## config.mk

```make
export PLATFORM = sky130hd
export DESIGN_NAME = gray_mem_arbiter
export DESIGN_NICKNAME = d
export VERILOG_FILES = /design/src/rtl/gray_mem_arbiter.sv
export SDC_FILE = /design/constraint.sdc
export NUM_CORES = 1
export LEC_CHECK = 0
export BUFFER_PORTS_ARGS = -buffer_cell sky130_fd_sc_hd__buf_2
export CAP_MARGIN = 20
export CORE_ASPECT_RATIO = 1.2
export CORE_MARGIN = 10
export CORE_UTILIZATION = 42
export CTS_CLUSTER_DIAMETER = 150
export DETAILED_ROUTE_END_ITERATION = 8
export GPL_TIMING_DRIVEN = 0
export PLACE_DENSITY = 0.83
export RECOVER_POWER = 100
export SLEW_MARGIN = 20
export SYNTH_ARGS = -nofsm -noshare
export SYNTH_HDL_FRONTEND = slang
export SYNTH_SLANG_ARGS = --single-unit
```

## constraint.sdc

```tcl
create_clock -name clk -period 1.65 [get_ports clk]
set_input_delay 0.165 -clock clk [delete_from_list [all_inputs] [get_ports clk]]
set_output_delay 0.165 -clock clk [all_outputs]
set_load 0.03 [all_outputs]
```

## src/rtl/gray_mem_arbiter.sv

```systemverilog
// Round-robin arbiter sharing the gray-image read port between two requesters,
// with burst locking and a fixed two-cycle tagged read-data return path.
module gray_mem_arbiter #(
  parameter int unsigned AW        = 14,
  parameter int unsigned DW        = 8,
  parameter int unsigned MAX_BURST = 9
) (
  input  logic          clk,
  input  logic          reset,
  input  logic          gray_ready,
  output logic          gray_req,
  output logic [AW-1:0] gray_addr,
  input  logic [DW-1:0] gray_data,
  input  logic          req0,
  input  logic          req1,
  input  logic [AW-1:0] addr0,
  input  logic [AW-1:0] addr1,
  input  logic          lock0,
  input  logic          lock1,
  output logic          gnt0,
  output logic          gnt1,
  output logic          rvalid0,
  output logic          rvalid1,
  output logic [DW-1:0] rdata0,
  output logic [DW-1:0] rdata1,
  output logic          busy
);

  localparam int unsigned BW = (MAX_BURST > 1) ? $clog2(MAX_BURST) : 1;
  localparam logic [BW-1:0] CNT_SAT = BW'(MAX_BURST - 1);

  typedef struct packed {
    logic vld;
    logic id;
  } tag_t;

  logic          ready_seen_q;
  logic          last_owner_q, last_owner_d;
  logic          owned_q, owned_d;
  logic          lock_q, lock_d;
  logic [BW-1:0] burst_cnt_q, burst_cnt_d;
  tag_t          stage1_q, stage1_d;
  tag_t          stage2_q;
  logic          gray_req_q;
  logic [AW-1:0] gray_addr_q, gray_addr_d;
  logic [DW-1:0] rdata0_q, rdata1_q;
  logic          gnt_vld, gnt_id, keep_owner;

  // Arbitration: the locked previous owner keeps the port until its burst limit.
  always_comb begin
    gnt_vld    = 1'b0;
    gnt_id     = 1'b0;
    keep_owner = owned_q && lock_q && (burst_cnt_q < CNT_SAT);
    if (ready_seen_q) begin
      if (req0 && req1) begin
        gnt_vld = 1'b1;
        gnt_id  = keep_owner ? last_owner_q : ~last_owner_q;
      end else if (req0 || req1) begin
        gnt_vld = 1'b1;
        gnt_id  = req1;
      end
    end
  end

  assign gnt0 = gnt_vld & ~gnt_id;
  assign gnt1 = gnt_vld & gnt_id;

  // Issue side next state: owner history, burst count and the outgoing tag.
  always_comb begin
    last_owner_d = last_owner_q;
    owned_d      = gnt_vld;
    lock_d       = 1'b0;
    burst_cnt_d  = '0;
    gray_addr_d  = gray_addr_q;
    stage1_d.vld = gnt_vld;
    stage1_d.id  = gnt_id;
    if (gnt_vld) begin
      last_owner_d = gnt_id;
      lock_d       = gnt_id ? lock1 : lock0;
      gray_addr_d  = gnt_id ? addr1 : addr0;
      if (owned_q && (gnt_id == last_owner_q)) begin
        burst_cnt_d = (burst_cnt_q == CNT_SAT) ? burst_cnt_q : burst_cnt_q + 1'b1;
      end
    end
  end

  always_ff @(posedge clk or posedge reset) begin
    if (reset) begin
      ready_seen_q <= 1'b0;
      last_owner_q <= 1'b1;
      owned_q      <= 1'b0;
      lock_q       <= 1'b0;
      burst_cnt_q  <= '0;
      stage1_q     <= '0;
      stage2_q     <= '0;
      gray_req_q   <= 1'b0;
      gray_addr_q  <= '0;
      rdata0_q     <= '0;
      rdata1_q     <= '0;
    end else begin
      ready_seen_q <= ready_seen_q | gray_ready;
      last_owner_q <= last_owner_d;
      owned_q      <= owned_d;
      lock_q       <= lock_d;
      burst_cnt_q  <= burst_cnt_d;
      stage1_q     <= stage1_d;
      stage2_q     <= stage1_q;
      gray_req_q   <= gnt_vld;
      gray_addr_q  <= gray_addr_d;
      // Memory data belongs to the request tagged one stage earlier.
      if (stage1_q.vld && !stage1_q.id) begin
        rdata0_q <= gray_data;
      end
      if (stage1_q.vld && stage1_q.id) begin
        rdata1_q <= gray_data;
      end
    end
  end

  assign gray_req  = gray_req_q;
  assign gray_addr = gray_addr_q;
  assign rvalid0   = stage2_q.vld & ~stage2_q.id;
  assign rvalid1   = stage2_q.vld & stage2_q.id;
  assign rdata0    = rdata0_q;
  assign rdata1    = rdata1_q;
  assign busy      = stage1_q.vld | stage2_q.vld | gray_req_q;

endmodule

```

==> key figures <==
Detailed routing
  • Wire length after detailed routing: around 4600 um
  • Routed wire per std cell: 16.2 um
  • Total via count after detailed routing: 1404
  • Violation count after the first detailed-routing iteration: 56
  • Post-detailed-route count of antenna-violating nets: 0
  • First-pass iteration count of the detailed router: 4
  • Via density: 4.91
  • DR DRC count: 0

Global route
  • Via count of the first global-routing pass: 1597
  • Maximum number of pins on one net before global-route repair: 36
  • Initial antenna violation count: 0
  • GRT Resource Usage Total: 0.133
  • Remaining Overflow, GRT: 0
  • Wire length of the first global-routing pass: 7720 um

Power
  • Post-layout total power: 3.06 mW
  • Static leakage: between 1 and 1.5 nW
  • Maximum ir drop on the vdd rail: 757 uV
  • Power density over the cells: 1260 nW/um^2

Worst setup path
  • Required time of the critical path: between 1 and 1.5 ns
  • Start-to-end type of the worst setup path: reg2out
  • Endpoint class of the critical path: output port
  • Maximum fanout along the worst path: 3
  • Nature of the critical path startpoint: flop
  • Depth of the worst register-to-register path: 5
  • Critical R2R Capture: gray_addr[11]$_DFFE_PP0P_
  • Endpoint arrival time on the critical path: 1.56 ns
  • Crit Reg-Reg Startpoint: burst_cnt_q[3]$_DFFE_PP0P_
  • Worst reg-to-reg setup slack: -0.05 ns

Floorplan
  • I/O pins: 79
  • Width of the die: slightly below 80 um
  • Number of core rows: 25
  • Placeable Area: ~4000 um^2
  • Initial core utilization: 0.444
  • Die H: 91.3 um
  • Die Footprint: 7250 um^2

STA
  • Transition at the pin with the smallest max-transition slack: 0.866 ns
  • Clock skew after layout: ~0.0083 ns
  • Final count of hold timing violations: 0
  • Worst Setup Slack, final: -0.0779 ns
  • Minimum clock period after layout: 1.73 ns
  • Achievable frequency: around 580 MHz
  • Relative slew margins: 0.423
  • Final-report max-slew violation count: 0
  • Period utilization: 1.05
  • Unrepaired setup endpoints after global routing: yes
  • Count of final setup violators: 10

Outcome
  • Violated checks: setup timing
  • Status: complete, but fails checks

Yosys
  • Cell type contributing the most total cell area after synthesis: sky130_fd_sc_hd__dfrtp_1
  • Cell Area, Synth: 1780 um^2
  • Synthesized Nets: between 150 and 200
  • Total of flip-flops plus latches after synthesis: 41
  • Area share of the largest cell type after synthesis: 0.563
  • Top cells by area in the synthesized netlist: sky130_fd_sc_hd__dfrtp_1 56%, sky130_fd_sc_hd__mux2_2 11%, sky130_fd_sc_hd__and2_1 5.3%
  • Gate count after technology mapping: 137
  • Yosys warning total: 0
  • Cell variety after synth: 30
  • Sequential-to-total area share from yosys stat: 0.578
  • Mean area per synthesized cell: about 13 um^2

Cells and area
  • Fillcell total: 369
  • Number of diodes added for antenna fixing: 0
  • Area of all placed cells without fillers: 2430 um^2
  • Layout Area Growth over Synthesis: 36.8%
  • Share of post-route cells with drive strength above 1: 0.405
  • Final nets: 276

Clock network
  • Max Buffers Root-to-Sink: 2
  • H-tree levels: 2
  • TritonCTS clock tree: done
  • Clock root buffer master: sky130_fd_sc_hd__clkbuf_8
  • Number of buffers added by the clock tree synthesis step: 5
  • Clock-pin slew on the worst setup and hold paths: about 0.08 ns
  • Insertion delay to the later sink of the worst-skew pair: 0.30 ns
  • Total clock sinks: 41

Flow run
  • Max_cap viols: 0

Worst hold path
  • Endpoint, Worst Hold: ready_seen_q$_DFF_PP0_
  • Worst hold-check path type: in2reg
  • Source of the worst hold timing path: gray_ready
  • Hold Path Cell Cnt: 2

Place
  • Instance area after placement: 2260 um^2
  • Placer congestion estimate: about 0.75
  • HPWL reported at the end of detailed placement: 3430 um
  • Worst setup slack after placement: -0.101 ns
  • Count of input and output buffers: 78
## report_power, final
part           switching [mW]  internal [mW]
combinational           0.548          0.310
clock                   0.357          0.609
sequential             0.0797           1.16
total                   0.985           2.08
## synthesized netlist by cell type, drive strengths merged
master  count
a21o        1
a21oi       3
a221o      14
and2       15
and3b       1
buf         2
clkbuf      2
dfrtp      40
dfstp       1
ha          2
inv         5
mux2       17
mux2i       1
nand2      11
nand2b      2
nand3       1
nor2        8
nor2b       1
o21a        1
o21ai       2
o22ai       1
or2         2
or3         1
xnor2       2
xor2        1
## worst max-delay path: stages (launching register included)
cell and delay (ns):
sky130_fd_sc_hd__dfrtp_1 0.38, sky130_fd_sc_hd__and3b_4 0.36, sky130_fd_sc_hd__mux2i_4 0.30, sky130_fd_sc_hd__nor2_1 0.07, sky130_fd_sc_hd__buf_4 0.17
## cell type report
cell class	count	area (um^2)	area share
buffer	4	30.0	0.0123
clock buffer	5	68.8	0.0283
clock inverter	3	68.8	0.0283
inverter	5	18.8	0.00772
multi-input combinational	87	717	0.295
sequential	41	1030	0.423
tap	54	67.6	0.0278
timing repair buffer	87	433	0.178
## registers in the layout, indices dropped and copies added (netlist names)
signal	flops
gray_req	1
burst_cnt_q	4
rdata1	8
stage2_q	2
rdata0	8
lock_q	1
ready_seen_q	1
stage1_q	1
last_owner_q	1
gray_addr	14
## per-stage QoR
stage	hold WS (ns)	util	std cells	TNS, ns
3_3_place_gp	0.358	0.559	269	-0.575
2_1_floorplan	0.274	-	137	-0.0999
4_1_cts	0.0484	0.617	286	-0.384
6_report	0.0544	0.608	286	-0.507
3_5_place_dp	0.0688	0.564	270	-0.744
5_1_grt	0.0508	0.608	286	-1.92
## worst max path at each step
stage	start	endpoint	cells after the start	slack [ns]
after floorplan	gray_req$_DFF_PP0_	gray_addr[0]$_DFFE_PP0P_	5	-0.01
after global placement	reset	gray_req$_DFF_PP0_	2	-0.11
after detailed placement	burst_cnt_q[3]$_DFFE_PP0P_	gray_addr[11]$_DFFE_PP0P_	5	-0.10
after CTS	burst_cnt_q[3]$_DFFE_PP0P_	gnt0	5	-0.06
after global routing	burst_cnt_q[3]$_DFFE_PP0P_	gnt1	4	-0.15
final	burst_cnt_q[3]$_DFFE_PP0P_	gnt1	4	-0.08
## timing repair
action / in CTS / in global routing
hold buffers: 1 / 0
setup endpoints to repair: 13 / 16
hold endpoints to repair: 14 / 0
cloned: 1 / 0
pin swaps: 6 / 10
buffers inserted: 6 / 0
resized for setup: 5 / 5
## cell families (layout without fill, tap and decap cells)
family / count (synthesis) / in the layout / share of synthesized area
AND/OR/NAND/NOR: 42 / 42 / 0.128
flip-flops: 41 / 41 / 0.578
AO/OA/AOI/OAI: 22 / 22 / 0.115
multiplexers: 18 / 18 / 0.120
buffers and inverters: 9 / 104 / 0.0253
XOR/XNOR: 3 / 3 / 0.0190
adder cells (fa/ha/maj): 2 / 2 / 0.0141
## metal layers
layer	routed length, um	track usage	share of wire	vias to the layer above
met1	1640	0.135	0.35	681
met5	0	0	0	-
met2	2540	0.239	0.55	47
met4	76	0.0494	0.016	0
met3	377	0.0523	0.081	7
li1	-	-	-	669
## cells in the final DEF, fill, tap and decap left out, drive strengths merged
| cell type | netlist | routed |
|---|---|---|
| a21o | 1 | 1 |
| a21oi | 3 | 3 |
| a221o | 14 | 14 |
| and2 | 15 | 15 |
| and3b | 1 | 1 |
| buf | 2 | 53 |
| bufinv | 0 | 2 |
| clkbuf | 2 | 42 |
| dfrtp | 40 | 40 |
| dfstp | 1 | 1 |
| dlygate4sd3 | 0 | 1 |
| ha | 2 | 2 |
| inv | 5 | 6 |
| mux2 | 17 | 17 |
| mux2i | 1 | 1 |
| nand2 | 11 | 11 |
| nand2b | 2 | 2 |
| nand3 | 1 | 1 |
| nor2 | 8 | 8 |
| nor2b | 1 | 1 |
| o21a | 1 | 1 |
| o21ai | 2 | 2 |
| o22ai | 1 | 1 |
| or2 | 2 | 2 |
| or3 | 1 | 1 |
| xnor2 | 2 | 2 |
| xor2 | 1 | 1 |
Power figures use the tool's default switching activity.
